===== src/rtl/gpio_pkg.sv =====
// Shared definitions for the GPIO host port: register addresses and STATUS layout.
package gpio_pkg;

  typedef enum logic [1:0] {
    GPIO_ADDR_DATA   = 2'd0,
    GPIO_ADDR_STATUS = 2'd1,
    GPIO_ADDR_LED    = 2'd2,
    GPIO_ADDR_RSVD   = 2'd3
  } gpio_addr_e;

  localparam int unsigned ST_NOT_EMPTY = 0;
  localparam int unsigned ST_FULL      = 1;
  localparam int unsigned ST_OVF       = 2;
  localparam int unsigned ST_IRQ_EN    = 3;
  localparam int unsigned ST_COUNT_LSB = 4;

endpackage


===== src/rtl/gpio_evt_fifo.sv =====
// Event FIFO for captured switch values; pops only when non-empty, drops pushes
// that find it full with no simultaneous pop.
module gpio_evt_fifo #(
  parameter  int unsigned DEPTH = 4,
  parameter  int unsigned W     = 8,
  localparam int unsigned PTR_W = $clog2(DEPTH),
  localparam int unsigned CNT_W = $clog2(DEPTH + 1)
) (
  input  logic             clk,
  input  logic             rstn,
  input  logic             push,
  input  logic [W-1:0]     din,
  input  logic             pop,
  output logic [W-1:0]     dout,
  output logic [CNT_W-1:0] count,
  output logic             full,
  output logic             empty,
  output logic             drop
);

  logic [W-1:0]     mem_q [DEPTH];
  logic [PTR_W-1:0] wr_ptr_q, wr_ptr_d;
  logic [PTR_W-1:0] rd_ptr_q, rd_ptr_d;
  logic [CNT_W-1:0] count_q, count_d;
  logic             pop_ok, push_ok;

  assign empty = (count_q == '0);
  assign full  = (count_q == CNT_W'(DEPTH));
  assign count = count_q;
  assign dout  = mem_q[rd_ptr_q];

  // A pop frees the slot first, so a full FIFO still accepts a same-cycle push.
  assign pop_ok  = pop & ~empty;
  assign push_ok = push & (~full | pop_ok);
  assign drop    = push & full & ~pop_ok;

  always_comb begin
    wr_ptr_d = wr_ptr_q;
    rd_ptr_d = rd_ptr_q;
    count_d  = count_q + CNT_W'(push_ok) - CNT_W'(pop_ok);
    if (push_ok) wr_ptr_d = wr_ptr_q + 1'b1;
    if (pop_ok)  rd_ptr_d = rd_ptr_q + 1'b1;
  end

  always_ff @(posedge clk or negedge rstn) begin
    if (!rstn) begin
      wr_ptr_q <= '0;
      rd_ptr_q <= '0;
      count_q  <= '0;
    end else begin
      wr_ptr_q <= wr_ptr_d;
      rd_ptr_q <= rd_ptr_d;
      count_q  <= count_d;
    end
  end

  always_ff @(posedge clk) begin
    if (push_ok) mem_q[wr_ptr_q] <= din;
  end

endmodule


===== src/rtl/gpio_host_port.sv =====
// CPU-side GPIO endpoint: buffers switch captures, exposes DATA/STATUS/LED
// registers, drives the LED write strobe and a level interrupt.
module gpio_host_port
  import gpio_pkg::*;
#(
  parameter int unsigned FIFO_DEPTH = 4,
  parameter int unsigned DATA_W     = 8
) (
  input  logic              clk,
  input  logic              rstn,
  input  logic [DATA_W-1:0] gpio_data,
  input  logic              gpio_ready,
  output logic [DATA_W-1:0] led_data,
  output logic              led_valid,
  input  logic [1:0]        bus_addr,
  input  logic              bus_wen,
  input  logic              bus_ren,
  input  logic [DATA_W-1:0] bus_wdata,
  output logic [DATA_W-1:0] bus_rdata,
  output logic              irq
);

  localparam int unsigned CNT_W = $clog2(FIFO_DEPTH + 1);

  gpio_addr_e        addr;
  logic [DATA_W-1:0] fifo_head;
  logic [CNT_W-1:0]  fifo_count;
  logic              fifo_full, fifo_empty, fifo_drop, fifo_pop;
  logic [2:0]        cnt3;
  logic [DATA_W-1:0] status;

  logic [DATA_W-1:0] rdata_q, rdata_d;
  logic [DATA_W-1:0] led_data_q, led_data_d;
  logic              led_valid_q, led_valid_d;
  logic              ovf_q, ovf_d;
  logic              irq_en_q, irq_en_d;

  assign addr     = gpio_addr_e'(bus_addr);
  assign fifo_pop = bus_ren && (addr == GPIO_ADDR_DATA);

  gpio_evt_fifo #(
    .DEPTH (FIFO_DEPTH),
    .W     (DATA_W)
  ) u_fifo (
    .clk   (clk),
    .rstn  (rstn),
    .push  (gpio_ready),
    .din   (gpio_data),
    .pop   (fifo_pop),
    .dout  (fifo_head),
    .count (fifo_count),
    .full  (fifo_full),
    .empty (fifo_empty),
    .drop  (fifo_drop)
  );

  assign cnt3 = 3'(fifo_count);

  always_comb begin
    status                          = '0;
    status[ST_NOT_EMPTY]            = ~fifo_empty;
    status[ST_FULL]                 = fifo_full;
    status[ST_OVF]                  = ovf_q;
    status[ST_IRQ_EN]               = irq_en_q;
    status[ST_COUNT_LSB +: 3]       = cnt3;
  end

  always_comb begin
    rdata_d     = rdata_q;
    led_data_d  = led_data_q;
    led_valid_d = 1'b0;
    ovf_d       = ovf_q;
    irq_en_d    = irq_en_q;

    if (bus_ren) begin
      unique case (addr)
        GPIO_ADDR_DATA:   rdata_d = fifo_empty ? '0 : fifo_head;
        GPIO_ADDR_STATUS: rdata_d = status;
        GPIO_ADDR_LED:    rdata_d = led_data_q;
        default:          rdata_d = '0;
      endcase
    end

    if (bus_wen) begin
      unique case (addr)
        GPIO_ADDR_STATUS: begin
          if (bus_wdata[ST_OVF]) ovf_d = 1'b0;
          irq_en_d = bus_wdata[ST_IRQ_EN];
        end
        GPIO_ADDR_LED: begin
          led_data_d  = bus_wdata;
          led_valid_d = 1'b1;
        end
        default: ;
      endcase
    end

    // A drop in the same cycle as a W1C clear wins, so no overflow goes unreported.
    if (fifo_drop) ovf_d = 1'b1;
  end

  always_ff @(posedge clk or negedge rstn) begin
    if (!rstn) begin
      rdata_q     <= '0;
      led_data_q  <= '0;
      led_valid_q <= 1'b0;
      ovf_q       <= 1'b0;
      irq_en_q    <= 1'b0;
    end else begin
      rdata_q     <= rdata_d;
      led_data_q  <= led_data_d;
      led_valid_q <= led_valid_d;
      ovf_q       <= ovf_d;
      irq_en_q    <= irq_en_d;
    end
  end

  assign bus_rdata = rdata_q;
  assign led_data  = led_data_q;
  assign led_valid = led_valid_q;
  assign irq       = ~fifo_empty & irq_en_q;

endmodule

===== config.mk =====
export PLATFORM = sky130hd
export DESIGN_NAME = gpio_host_port
export DESIGN_NICKNAME = d
export VERILOG_FILES = /design/src/rtl/gpio_pkg.sv /design/src/rtl/gpio_evt_fifo.sv /design/src/rtl/gpio_host_port.sv
export SDC_FILE = /design/constraint.sdc
export NUM_CORES = 1
export LEC_CHECK = 0
export CORE_MARGIN = 1.5
export CORE_UTILIZATION = 35
export DETAILED_ROUTE_END_ITERATION = 16
export DONT_BUFFER_PORTS = 1
export GPL_TIMING_DRIVEN = 0
export PLACE_DENSITY = 0.58
export SLEW_MARGIN = 20
export SYNTH_ARGS = -nofsm -noshare
export SYNTH_HDL_FRONTEND = slang
export SYNTH_SLANG_ARGS = --single-unit

===== constraint.sdc =====
create_clock -name clk -period 2.7 [get_ports clk]
set_input_delay 0.27 -clock clk [delete_from_list [all_inputs] [get_ports clk]]
set_output_delay 0.27 -clock clk [all_outputs]
set_load 0.02 [all_outputs]

==> out/metrics.cfg <==
[run_status]
status=completed

[route]
drt_iter0_markers=53
wl_per_cell_um=17.9
vias=1300
routed_wl_um=4500
drc_errors=0
routed_via_density=5.16
dr.pass1.iters=4
ant_nets=0

[yosys]
ys_top_cells_by_area=edfxtp_1 40%, dfrtp_1 27%, mux4_1 5.4%, mux2_2 4.2%, ha_1 3.1%
netlist_area_mm2=0.00243
ys_types=31
netlist_instances=146
ys_seq_area_frac=0.663
yosysTopAreaCellShare=0.395
ys_ff_latch=58
avgSynthCellArea_um2=16.7
syn_nets=176
synth_top_cell_by_area=edfxtp_1
ys.warnings.count=0

[clock_tree]
clock_tree.buffer_depth=2
cts_tree=yes
h-tree-depth=3
clk_pin_slew_worst_paths_ns=0.06
cts_root_buf=clkbuf_8
insertion_delay_ns=0.33
cts_num_sinks=58
cts_setup_buffers=0
numCtsBuffers=9

[cells_and_area]
drive_above_1_share=0.198
diodes=0
fillers=630
seqCellArea_mm2=0.00161
final_util=0.422
multi_input_area_um2=748
syn2layout_area_growth_pct=17.2
stdcell_area_mm2=0.00285
nets=197

[setup_path]
slowest_stage=dfrtp_1
critPathArrivalTime_ns=2.62
crit_family=adder cells
r2r_cells=9
cp-start-kind=register
cp_common_cell=ha_1
worstPathCellList=or3_4, and2_4, buf_6, ha_1, inv_1, ha_1, fa_1, xor2_1, xnor2_1
crit_required_ns=2.91
r2r_slack_ns=0.30
worstPathMaxFanout=9
crit_type=register to register
timing.critical_path.buf_inv=2
crit_cells=9
slowest_delay_ns=0.43
end_kind=register

[timing]
min_period_ns=2.40
rsz0062_at_grt=no
tightest_slew_ns=0.529
slew_viol_final=0
tns_ns=0
setup_viol=0
min_period_over_period=0.890
timing.hold.ws_ns=0.0911
fmax_mhz=416
slew_headroom=0.647
fin_worst_skew_ns=0.00570
hold_viol_final=0

[power]
p_int_mw=2.00
leakage_nw=1.11
swShare=0.295
p_clk_frac=0.292
irDropWorstVdd_mv=0.366
power_density_mw_per_mm2=997
seq_power_share=0.477
switchingPower_uw=839
power_frac_comb=0.231

[hold_path]
hold_depth=1
hold_path_class=input port to register

[global_route]
gr-total-overflow=0
grt_util_met1=0.159
grt_pass1_wl_um=7140
grt_start_max_net_pins=27
grt_usage=0.137
use_met3=0.0781
grt.busiest_layer=met2
antenna_found_initial=0
first_global_vias=1370
grt_use_met2=0.212

[floorplan]
fp.dieH_um=86.4
die_w_um=86.4
rows=30
start_util=0.360
ios=41
dieArea_mm2=0.00746
core_area_mm2=0.00676

[placement]
place_hpwl_um=3160
placed_area_mm2=0.00253
port_buffers=0
globalplace.congestion=0.791

[job]
max_cap_violations=0

-- power groups by stage --
stage | clock network [mW] | registers (mW) | logic, mW
after global routing | 0.903 | 1.38 | 0.734
after CTS | 0.860 | 1.36 | 0.663
after floorplan | 0 | 1.33 | 0.498
after detailed placement | 0 | 1.37 | 0.647
final | 0.829 | 1.36 | 0.658
after global placement | 0 | 1.36 | 0.613
-- kinds of logic after synthesis --
kind of cell               count (synthesis)  synth area share
adders and majority gates                  7            0.0391
AOI/OAI and AO/OA                         16            0.0592
muxes                                     18             0.130
buffers and inverters                     15            0.0298
and+or+nand+nor                           27            0.0617
xor gates and xnor gates                   5            0.0180
DFF                                       58             0.663
-- cell type report --
| type | instances | share of cell area |
|---|---|---|
| clock buffers | 10 | 0.0448 |
| clock inverters | 6 | 0.0285 |
| inverters | 9 | 0.0118 |
| flip-flops and latches | 58 | 0.565 |
| plain buffers | 6 | 0.0136 |
| multi-input cells | 73 | 0.262 |
| repair buffers | 10 | 0.0386 |
| well taps | 80 | 0.0351 |
-- final timing paths --
| path | endpoint | startpoint |
|---|---|---|
| worst max-delay path | u_fifo.count[2]$_DFF_PN0_ | u_fifo.count[2]$_DFF_PN0_ |
| worst min-delay path | led_data[3]$_DFFE_PN0P_ | bus_wdata[3] |
| worst max register to register | u_fifo.count[2]$_DFF_PN0_ | u_fifo.count[2]$_DFF_PN0_ |
| worst min register to register | ovf_q$_DFFE_PN0P_ | ovf_q$_DFFE_PN0P_ |
| max in group asynchronous | led_data[1]$_DFFE_PN0P_ | rstn |
| min in group asynchronous | bus_rdata[5]$_DFFE_PN0P_ | rstn |
-- cells in the mapped netlist --
cell / number
xnor2_1: 3
and2_1: 5
xor2_1: 2
and3_1: 1
or3_4: 1
o2111ai_1: 1
nand3_1: 4
mux2_4: 1
a221oi_1: 5
buf_6: 2
nor2b_1: 3
a221o_1: 2
nand2_1: 3
inv_1: 9
fa_1: 1
clkbuf_1: 3
nor2_1: 7
buf_2: 1
o2bb2ai_1: 5
or3b_1: 1
ha_1: 6
mux2_2: 9
and2_4: 1
mux4_2: 3
a32o_1: 1
a22o_1: 1
edfxtp_1: 32
mux4_1: 5
dfrtp_1: 26
o21a_2: 1
nor3b_1: 1
-- stage by stage --
step / setup WS [ns] / instances / total power [mW]
5_1_grt: 0.190 / 252 / 3.02
3_5_place_dp: 0.300 / 226 / 2.02
4_1_cts: 0.291 / 244 / 2.88
6_report: 0.297 / 252 / 2.84
3_3_place_gp: 0.333 / 226 / 1.97
2_1_floorplan: 0.413 / 146 / 1.83
-- layout by cell type (no fill, tap or decap), drive strengths merged, types with 2 or more instances in the layout --
master,instances
mux4,8
xnor2,3
and2,6
dfrtp,26
a221o,2
mux2,10
clkbuf,13
buf,4
dlygate4sd3,9
a221oi,5
xor2,2
edfxtp,32
o2bb2ai,5
inv,9
nor2b,3
nor2,7
clkinv,3
nand2,3
nand3,4
bufinv,2
ha,6
-- registers in the layout, summed over array words and instances (netlist names) --
register and count:
u_fifo.wr_ptr_q 2, led_valid 1, u_fifo.rd_ptr_q 2, u_fifo.mem_q 32, ovf_q 1, led_data 8
u_fifo.count 3, irq_en_q 1, bus_rdata 8
-- per-layer routing --
metal  vias up  share of wire
li1        600              -
met1       644           0.42
met2        56           0.49
met3         0          0.085
met4         0              0
met5         -              0
-- what timing repair did --
action,in CTS,in global routing
hold buffers,2,8
resized for setup,0,0
endpoints found under the hold margin,26,32
Power figures use the tool's default switching activity.
